## config.mk

```make
export PLATFORM = sky130hd
export DESIGN_NAME = shift_pipe
export DESIGN_NICKNAME = d
export VERILOG_FILES = /design/src/rtl/shift_pipe_pkg.sv /design/src/rtl/shift_pipe_bit_reverse.sv /design/src/rtl/shift_pipe.sv
export SDC_FILE = /design/constraint.sdc
export NUM_CORES = 1
export LEC_CHECK = 0
export ABC_AREA = 0
export CAP_MARGIN = 0
export CORE_UTILIZATION = 55
export CTS_CLUSTER_DIAMETER = 100
export DETAILED_ROUTE_END_ITERATION = 7
export PLACE_DENSITY = 0.85
export SKIP_LAST_GASP = 1
export SLEW_MARGIN = 20
export SYNTH_ARGS = -nofsm -noshare
export SYNTH_HDL_FRONTEND = slang
export SYNTH_HIERARCHICAL = 1
export SYNTH_SLANG_ARGS = --single-unit
```

## constraint.sdc

```tcl
create_clock -name clk -period 7.78 [get_ports clk]
set_clock_uncertainty 0.05 [all_clocks]
set_input_delay 1.556 -clock clk [delete_from_list [all_inputs] [get_ports clk]]
set_output_delay 1.556 -clock clk [all_outputs]
set_load 0.005 [all_outputs]
```

## src/rtl/shift_pipe_pkg.sv

```systemverilog
// Shared encodings and datapath helpers for the shift/rotate unit.
// Build option: define ROTATE_EN to implement ROL/ROR; otherwise they are reserved.
package shift_pipe_pkg;

  localparam int SHIFT_W = 64;
  localparam int SHAMT_W = 6;
  localparam int TAG_W   = 5;

`ifdef ROTATE_EN
  localparam bit ROT_EN = 1'b1;
`else
  localparam bit ROT_EN = 1'b0;
`endif

  typedef enum logic [2:0] {
    SHIFT_OP_SLL = 3'b000,
    SHIFT_OP_SRL = 3'b001,
    SHIFT_OP_SRA = 3'b010,
    SHIFT_OP_ROL = 3'b011,
    SHIFT_OP_ROR = 3'b100
  } shift_op_e;

  // Intermediate held between the fine and coarse shift stages.
  typedef struct packed {
    logic [SHIFT_W-1:0] mid;
    logic [2:0]         amt_hi;
    logic [2:0]         op;
    logic               word;
    logic               fill;
    logic [TAG_W-1:0]   tag;
  } s1_t;

  function automatic logic is_right(input logic [2:0] op);
    return (op == SHIFT_OP_SRL) || (op == SHIFT_OP_SRA) || (op == SHIFT_OP_ROR);
  endfunction

  function automatic logic is_reserved(input logic [2:0] op);
    return (op > SHIFT_OP_ROR) ||
           (!ROT_EN && ((op == SHIFT_OP_ROL) || (op == SHIFT_OP_ROR)));
  endfunction

  // Left shift that feeds the fill bit into vacated low positions.
  function automatic logic [SHIFT_W-1:0] shl_fill(input logic [SHIFT_W-1:0] x,
                                                   input logic [5:0] n,
                                                   input logic fill);
    logic [SHIFT_W-1:0] mask;
    mask = ~({SHIFT_W{1'b1}} << n);
    return (x << n) | (fill ? mask : '0);
  endfunction

`ifdef ROTATE_EN
  function automatic logic [31:0] rol32(input logic [31:0] x, input logic [4:0] n);
    logic [63:0] f;
    f = {x, x} << n;
    return f[63:32];
  endfunction

  // Word rotates spin each half independently: only the half holding the
  // (possibly reversed) operand matters, the other half is all zero.
  function automatic logic [SHIFT_W-1:0] rot_core(input logic [SHIFT_W-1:0] x,
                                                   input logic [5:0] n,
                                                   input logic word);
    logic [2*SHIFT_W-1:0] f;
    f = {x, x} << n;
    if (word) return {rol32(x[63:32], n[4:0]), rol32(x[31:0], n[4:0])};
    return f[2*SHIFT_W-1:SHIFT_W];
  endfunction
`endif

endpackage

```

## src/rtl/shift_pipe_bit_reverse.sv

```systemverilog
// Combinational 64-bit bit reversal used around the left-shift core.
module bit_reverse64
  import shift_pipe_pkg::*;
(
  input  logic [SHIFT_W-1:0] d_i,
  output logic [SHIFT_W-1:0] q_o
);

  for (genvar i = 0; i < SHIFT_W; i++) begin : g_rev
    assign q_o[i] = d_i[SHIFT_W-1-i];
  end

endmodule

```

## src/rtl/shift_pipe.sv

```systemverilog
// Two-stage RV64 shift/rotate unit: S1 fine shift (0-7), S2 coarse shift (x8).
// Build option: ROTATE_EN adds the rotate funnel for ROL/ROR and their W forms.
module shift_pipe
  import shift_pipe_pkg::*;
(
  input  logic               clk,
  input  logic               rst_n,
  input  logic               flush,
  input  logic               req_valid,
  output logic               req_ready,
  input  logic [SHIFT_W-1:0] req_data,
  input  logic [SHAMT_W-1:0] req_shamt,
  input  logic [2:0]         req_op,
  input  logic               req_word,
  input  logic [TAG_W-1:0]   req_tag,
  output logic               resp_valid,
  input  logic               resp_ready,
  output logic [SHIFT_W-1:0] resp_data,
  output logic [TAG_W-1:0]   resp_tag
);

  logic               s1_valid_q, s1_valid_d;
  s1_t                s1_q, s1_d;
  logic               resp_valid_q, resp_valid_d;
  logic [SHIFT_W-1:0] resp_data_q, resp_data_d;
  logic [TAG_W-1:0]   resp_tag_q, resp_tag_d;
  logic               s2_load, accept;

  assign s2_load   = !resp_valid_q || resp_ready;
  assign req_ready = !s1_valid_q || s2_load;
  assign accept    = req_valid && req_ready && !flush;

  // S1: effective operand, optional reversal, fine shift.
  logic [5:0]         amt;
  logic               fill;
  logic [SHIFT_W-1:0] eff, rev_in, opnd, fine;

  always_comb begin
    amt  = req_word ? {1'b0, req_shamt[4:0]} : req_shamt;
    fill = (req_op == SHIFT_OP_SRA) && (req_word ? req_data[31] : req_data[63]);
    eff  = req_word ? {{32{fill}}, req_data[31:0]} : req_data;
  end

  bit_reverse64 u_rev_in (.d_i(eff), .q_o(rev_in));

  assign opnd = is_right(req_op) ? rev_in : eff;

`ifdef ROTATE_EN
  assign fine = (req_op == SHIFT_OP_ROL || req_op == SHIFT_OP_ROR)
              ? rot_core(opnd, {3'b000, amt[2:0]}, req_word)
              : shl_fill(opnd, {3'b000, amt[2:0]}, fill);
`else
  assign fine = shl_fill(opnd, {3'b000, amt[2:0]}, fill);
`endif

  always_comb begin
    s1_valid_d = s1_valid_q;
    s1_d       = s1_q;
    if (flush) begin
      s1_valid_d = 1'b0;
    end else if (accept) begin
      s1_valid_d = 1'b1;
      s1_d = '{mid: fine, amt_hi: amt[5:3], op: req_op, word: req_word,
               fill: fill, tag: req_tag};
    end else if (s2_load) begin
      s1_valid_d = 1'b0;
    end
  end

  // S2: coarse shift, un-reverse, word sign-extension.
  logic [SHIFT_W-1:0] coarse, rev_out, res;

`ifdef ROTATE_EN
  assign coarse = (s1_q.op == SHIFT_OP_ROL || s1_q.op == SHIFT_OP_ROR)
                ? rot_core(s1_q.mid, {s1_q.amt_hi, 3'b000}, s1_q.word)
                : shl_fill(s1_q.mid, {s1_q.amt_hi, 3'b000}, s1_q.fill);
`else
  assign coarse = shl_fill(s1_q.mid, {s1_q.amt_hi, 3'b000}, s1_q.fill);
`endif

  bit_reverse64 u_rev_out (.d_i(coarse), .q_o(rev_out));

  always_comb begin
    res = is_right(s1_q.op) ? rev_out : coarse;
    if (s1_q.word) res = {{32{res[31]}}, res[31:0]};
    if (is_reserved(s1_q.op)) res = '0;
  end

  always_comb begin
    resp_valid_d = resp_valid_q;
    resp_data_d  = resp_data_q;
    resp_tag_d   = resp_tag_q;
    if (flush) begin
      resp_valid_d = 1'b0;
    end else if (s2_load) begin
      resp_valid_d = s1_valid_q;
      if (s1_valid_q) begin
        resp_data_d = res;
        resp_tag_d  = s1_q.tag;
      end
    end
  end

  always_ff @(posedge clk or negedge rst_n) begin
    if (!rst_n) begin
      s1_valid_q   <= 1'b0;
      s1_q         <= '0;
      resp_valid_q <= 1'b0;
      resp_data_q  <= '0;
      resp_tag_q   <= '0;
    end else begin
      s1_valid_q   <= s1_valid_d;
      s1_q         <= s1_d;
      resp_valid_q <= resp_valid_d;
      resp_data_q  <= resp_data_d;
      resp_tag_q   <= resp_tag_d;
    end
  end

  assign resp_valid = resp_valid_q;
  assign resp_data  = resp_data_q;
  assign resp_tag   = resp_tag_q;

endmodule

```

* After elaboration in Yosys (flattened, before gate mapping)
Cells that the tools add are included.
** Operators by class
- Add/sub/neg operators :: 0
- Multipliers :: 0
- Div/mod/pow operators :: 0
- Magnitude comparators :: 1
- Equality and inequality tests :: 7
- Shifts and indexed selects :: 4
- Muxes and demuxes :: 14
- Bitwise operators :: 5
- Reductions and logical operators :: 18
** Operator list (number)
- $mux 64 :: 7
- $not 64->64 :: 2
- $or 64x64->64 :: 2
- $shl 64x3->64 :: 1
- $shl 64x3->64 const A :: 1
- $shl 64x6->64 :: 1
- $shl 64x6->64 const A :: 1
- $eq 3x2->1 const B :: 3
- $logic_or 1x1->1 :: 8
- $eq 3x1->1 const B :: 2
- $eq 3x3->1 const B :: 2
- $mux 1 :: 6
- $mux 6 :: 1
- $gt 3x3->1 const B :: 1
- $logic_and 1x1->1 :: 3
- $logic_not 1->1 :: 3
- $reduce_and 3->1 :: 1
- $reduce_bool 3->1 :: 1
- $reduce_and 2->1 :: 1
- $reduce_bool 2->1 :: 1
- $not 1->1 :: 1
** Storage, ports and cells
- Register bits :: 148
- Bits in latches :: 0
- Bits in writable memories :: 0
- ROM bits :: 0
- Input bits :: 84
- Output and inout bits :: 71
- Memories :: 0

* Longest topological paths before layout
- Depth after elaboration :: 7
- Depth in mapped cells :: 13

* Hierarchy
Netlist, hierarchy kept.
** By module, submodules not included
- shift_pipe :: instances 1, cells an instance 1254, area each 11526.1 µm², sequential area each 3703.6 µm²
- bit_reverse64 :: instances 2, cells an instance 64, area each 480.5 µm², sequential area each 0.0 µm²

* Worst setup path after synthesis
OpenSTA, ideal clock, no wires.
- Path kind :: input to register
- Start :: in req_op[1]
- End :: reg s1_q[21] in the netlist's numbering
- Library setup time :: 0.126 ns
- Arrival time :: 3.694 ns
- Data required time :: 7.604 ns
- Path slack :: 3.910 ns
- Cell stages on the path :: 11
- Path buffers :: 4
- Path through :: buf_2 or3b_2 clkbuf_1 or2_2 clkbuf_1 nand2_1 buf_4 mux4_2 a21oi_1 a221oi_1 a221o_1
** On the way
- Word-level cells in the longest chain between the ends :: 6
** Ends and longest elaborated chain
- from (decl) :: RTL line shift_pipe.sv:13 : input logic [2:0] req_op,
- $eq 3x2->1 :: RTL line shift_pipe.sv:40 : fill = (req_op == SHIFT_OP_SRA) && (req_word ? req_data[31] : req_data[63]);
- $logic_and 1x1->1 :: RTL line shift_pipe.sv:40
- $mux 64 :: RTL line shift_pipe.sv:41 : eff = req_word ? {{32{fill}}, req_data[31:0]} : req_data;
- via eff[61] :: RTL line shift_pipe.sv:36 : logic [SHIFT_W-1:0] eff, rev_in, opnd, fine;
- $mux 64 :: RTL line shift_pipe.sv:46 : assign opnd = is_right(req_op) ? rev_in : eff;
- $shl 64x3->64 :: RTL line shift_pipe_pkg.sv:48 : return (x << n) | (fill ? mask : '0);
- $or 64x64->64 :: RTL line shift_pipe_pkg.sv:48
- to (signal assigned) :: RTL line shift_pipe.sv:107 : s1_q <= '0;
- to (signal assigned) :: RTL line shift_pipe.sv:113 : s1_q <= s1_d;
- to (decl) :: RTL line shift_pipe.sv:23 : s1_t s1_q, s1_d;
The timed path passes the listed nets, and every way through them passes these cells.
A chain may end at the register's enable or synchronous reset.

* Final worst setup path
- Start :: in resp_ready
- End :: reg resp_data_q[38] (netlist: resp_data[38])
** On the way
- Word-level cells in the longest chain between the ends :: 2
** Ends and longest elaborated chain
- from (decl) :: RTL line shift_pipe.sv:17 : input logic resp_ready,
- $logic_or 1x1->1 :: RTL line shift_pipe.sv:29 : assign s2_load = !resp_valid_q || resp_ready;
- $reduce_and 3->1 (no source line)
- to (signal assigned) :: RTL line shift_pipe.sv:115 : resp_data_q <= resp_data_d;
- to (decl) :: RTL line shift_pipe.sv:25 : logic [SHIFT_W-1:0] resp_data_q, resp_data_d;
No other way between the ends.

==> impl_metrics.toml <==
[status]
outcome = "finished with violations"
violations = "DRC"

[clock_tree]
ctsHoldBuffers = 0
clock_sinks = 148
numCtsBuffers = 17
clockBufferDepth = 2
postCtsSetupRepairBufs = 0
cts_tree = "built"
clock_latency_ns = 0.44
path_clk_slew_ns = 0.06
htreeDepth = 4
cts-root-buf = "clkbuf_16"
cts_resized = 0

[routing]
drc = 12
wirelength_mm = 33.9
drt_iter0_markers = 1211
wl_per_cell_um = 21.0
ant_nets = 0
num_vias = 10500
firstDrtPassIters = 8
avgViaCountPerCell = 6.48

[die]
initial_core_util_pct = 56.7
die_h_um = 153
rows = 54
num_io_pins = 155
dieWidth_um = 153
die_area_um2 = 23300
core_area_um2 = 22000

[worst_setup_path]
slowest_delay_ns = 0.76
cp_slowest_cell = "a211o_1"
crit_buf_inv = 1
endpoint_kind = "flip-flop"
cp.required_ns = 8.10
worstPathMaxFanout = 36
cp_data_arrival_time_ns = 4.93
critPathMostFrequentCell = "a211o_1"
crit_chain = "clkdlybuf4s50_1, nor2b_4, or3b_2, a211o_1, or2_1, a311oi_1, a211o_1"
r2r_slack_ns = 4.21
reg2reg_to = "resp_data[55]"
cp-start-kind = "primary input"
rr_worst_depth = 7
path_class = "primary input to flip-flop"
r2r-start = "s1_q[10]"
critPathTopFamily = "simple AND/OR/NAND/NOR gates"

[logic_synthesis]
synth_flop_cell = "dfrtp_1"
ys_ff_latch = 148
yosysTopAreaCellShare_pct = 29.7
synth_area_per_cell_um2 = 9.04
syn_nets = 1466
synth.cells.most_frequent = "nand2_1, mux2i_1, dfrtp_1, buf_4, o21ai_0"
ys_seq_area_share_pct = 29.7
post-synth-top-count-cell = "nand2_1"
syn-cell-area_um2 = 12500
synth_edf_count = 0
synth-async-reset-ratio_pct = 100
synthCells = 1382
ys_types = 59
synth_top_cell_by_area = "dfrtp_1"
synth_area_leaders = "dfrtp_1, mux2i_1, mux4_2, buf_4, nand2_1"
synth_warnings = 6

[final_layout]
fin_cells = 1618
syn2layout_area_growth_pct = 9.25
n_antenna_cell = 0
drive_gt1_share_pct = 11.1
final_nets = 1410
fill_cells = 1800

[sta]
finalSetupViolCount = 0
finalHoldViolCount = 0
period_share_pct = 59.3
final.min_clock_period_ns = 4.61
worst_pin_slew_ns = 1.06
finalSetupTns_ns = 0
fmax_mhz = 217
rsz0062_at_grt = "no"
max_slew_margin_pct = 29.0
slew_violations = 0

[hold_path]
min_from = "s1_q[1]"
whs_endpoint = "s1_q[1]"
worst_hold_path_type = "flip-flop to flip-flop"
hold_path_depth = 2

[power]
p_per_area_nw_per_um2 = 244
ir_drop_uv = 161
p_leak_uw = 0.00584

[grt]
grt_pass1_wl_mm = 53.7
antenna_found_initial = 0
grt.total_usage_pct = 29.3
grt_max_degree = 88
gr-total-overflow = 0
grt_pass1_vias = 9627

[placed_design]
numPortBuffers = 154
finalWeightedCongestion = 0.968
hpwl_mm = 25.0
dp.cells = 1587

[flow_run]
maxCapViolations = 0
## worst reg2reg max path: cells and delay by family (launching register included)
family | cells | cell delay [ns]
compound gates | 2 | 0.28
buf+inv | 2 | 1.16
flops | 1 | 0.33
mux | 2 | 0.75
simple gates | 1 | 0.80
## kinds of logic (layout without fill, tap and decap cells)
kind of cell | after synthesis | after routing | synth area share (%)
AND/OR/NAND/NOR | 373 | 373 | 12.7
AO/OA/AOI/OAI | 343 | 343 | 18.8
multiplexers | 259 | 259 | 25.9
buffers and inverters | 256 | 212 | 12.5
flip-flops | 148 | 148 | 29.7
XOR/XNOR | 3 | 3 | 0.361
## placed cells by master, fill, tap and decap left out, types with 3 or more instances in the layout
cell,count
clkinvlp_4,3
o211ai_1,45
o211ai_2,4
nand2_1,228
mux4_2,48
mux2i_1,176
clkdlybuf4s50_1,152
o22ai_1,17
o2bb2ai_1,7
a221o_1,20
nor3_1,3
dfrtp_1,146
buf_4,16
bufinv_16,5
nor2b_1,31
o21a_1,5
a211o_1,5
a211oi_1,9
nor2_1,72
a221oi_1,3
o21ai_0,81
mux2_2,34
o21bai_1,31
nand2b_1,10
inv_1,10
clkbuf_16,17
a21oi_1,59
nand3_1,10
o221ai_1,35
and2_1,5
## through the flow
stage / worst slack, ns / hold WS [ns] / instance area (um^2) / utilization (%) / power, uW
final: 3.17 / 0.418 / 13600 / 61.9 / 3330
after global routing: 2.96 / 0.446 / 13600 / 61.9 / 3490
after CTS: 3.21 / 0.423 / 13600 / 61.9 / 3320
after detailed placement: 2.73 / 0.409 / 13000 / 59.0 / 2410
after global placement: 2.79 / 0.404 / 13000 / 59.0 / 2380
after floorplan: 3.91 / 0.392 / 12500 / - / 2010
## report_power, final
group	total, uW	switching (uW)	internal, uW
logic	1300	657	639
registers	1140	187	950
clock network	900	323	576
## routing by layer
layer	wire [um]	vias to the layer above	share of wire [%]	GRT usage, %
met1	14200	4932	42	40.9
met4	1290	0	3.8	13.0
met5	0	-	0	0
li1	-	4795	-	-
met3	3170	91	9.4	4.81
met2	15200	667	45	45.0
## registers in the layout, summed over array words and instances (netlist names)
signal,flops
s1_q,77
resp_tag,5
s1_valid_q,1
resp_data,64
resp_valid,1
## layout make-up
cell class                      instances  area (um^2)  share of cell area (%)
Inverter                               11         41.3                   0.303
Clock inverter                         12          204                    1.50
Timing Repair Buffer                  170         1660                    12.2
Tap cell                              280          350                    2.57
Clock buffer                           19          443                    3.25
Multi-Input combinational cell        978         7240                    53.1
Sequential cell                       148         3710                    27.2
## worst max path at each step
stage / startpoint / endpoint / slack (ns) / cells past startpoint
5_1_grt: resp_ready / resp_data[34] / 2.96 / 7
2_1_floorplan: req_op[1] / s1_q[21] / 3.91 / 11
6_report: resp_ready / resp_data[38] / 3.17 / 7
3_5_place_dp: resp_ready / resp_data[38] / 2.73 / 7
3_3_place_gp: resp_ready / resp_data[38] / 2.79 / 7
4_1_cts: resp_ready / resp_data[38] / 3.21 / 7
(Power assumes the default switching activity.)
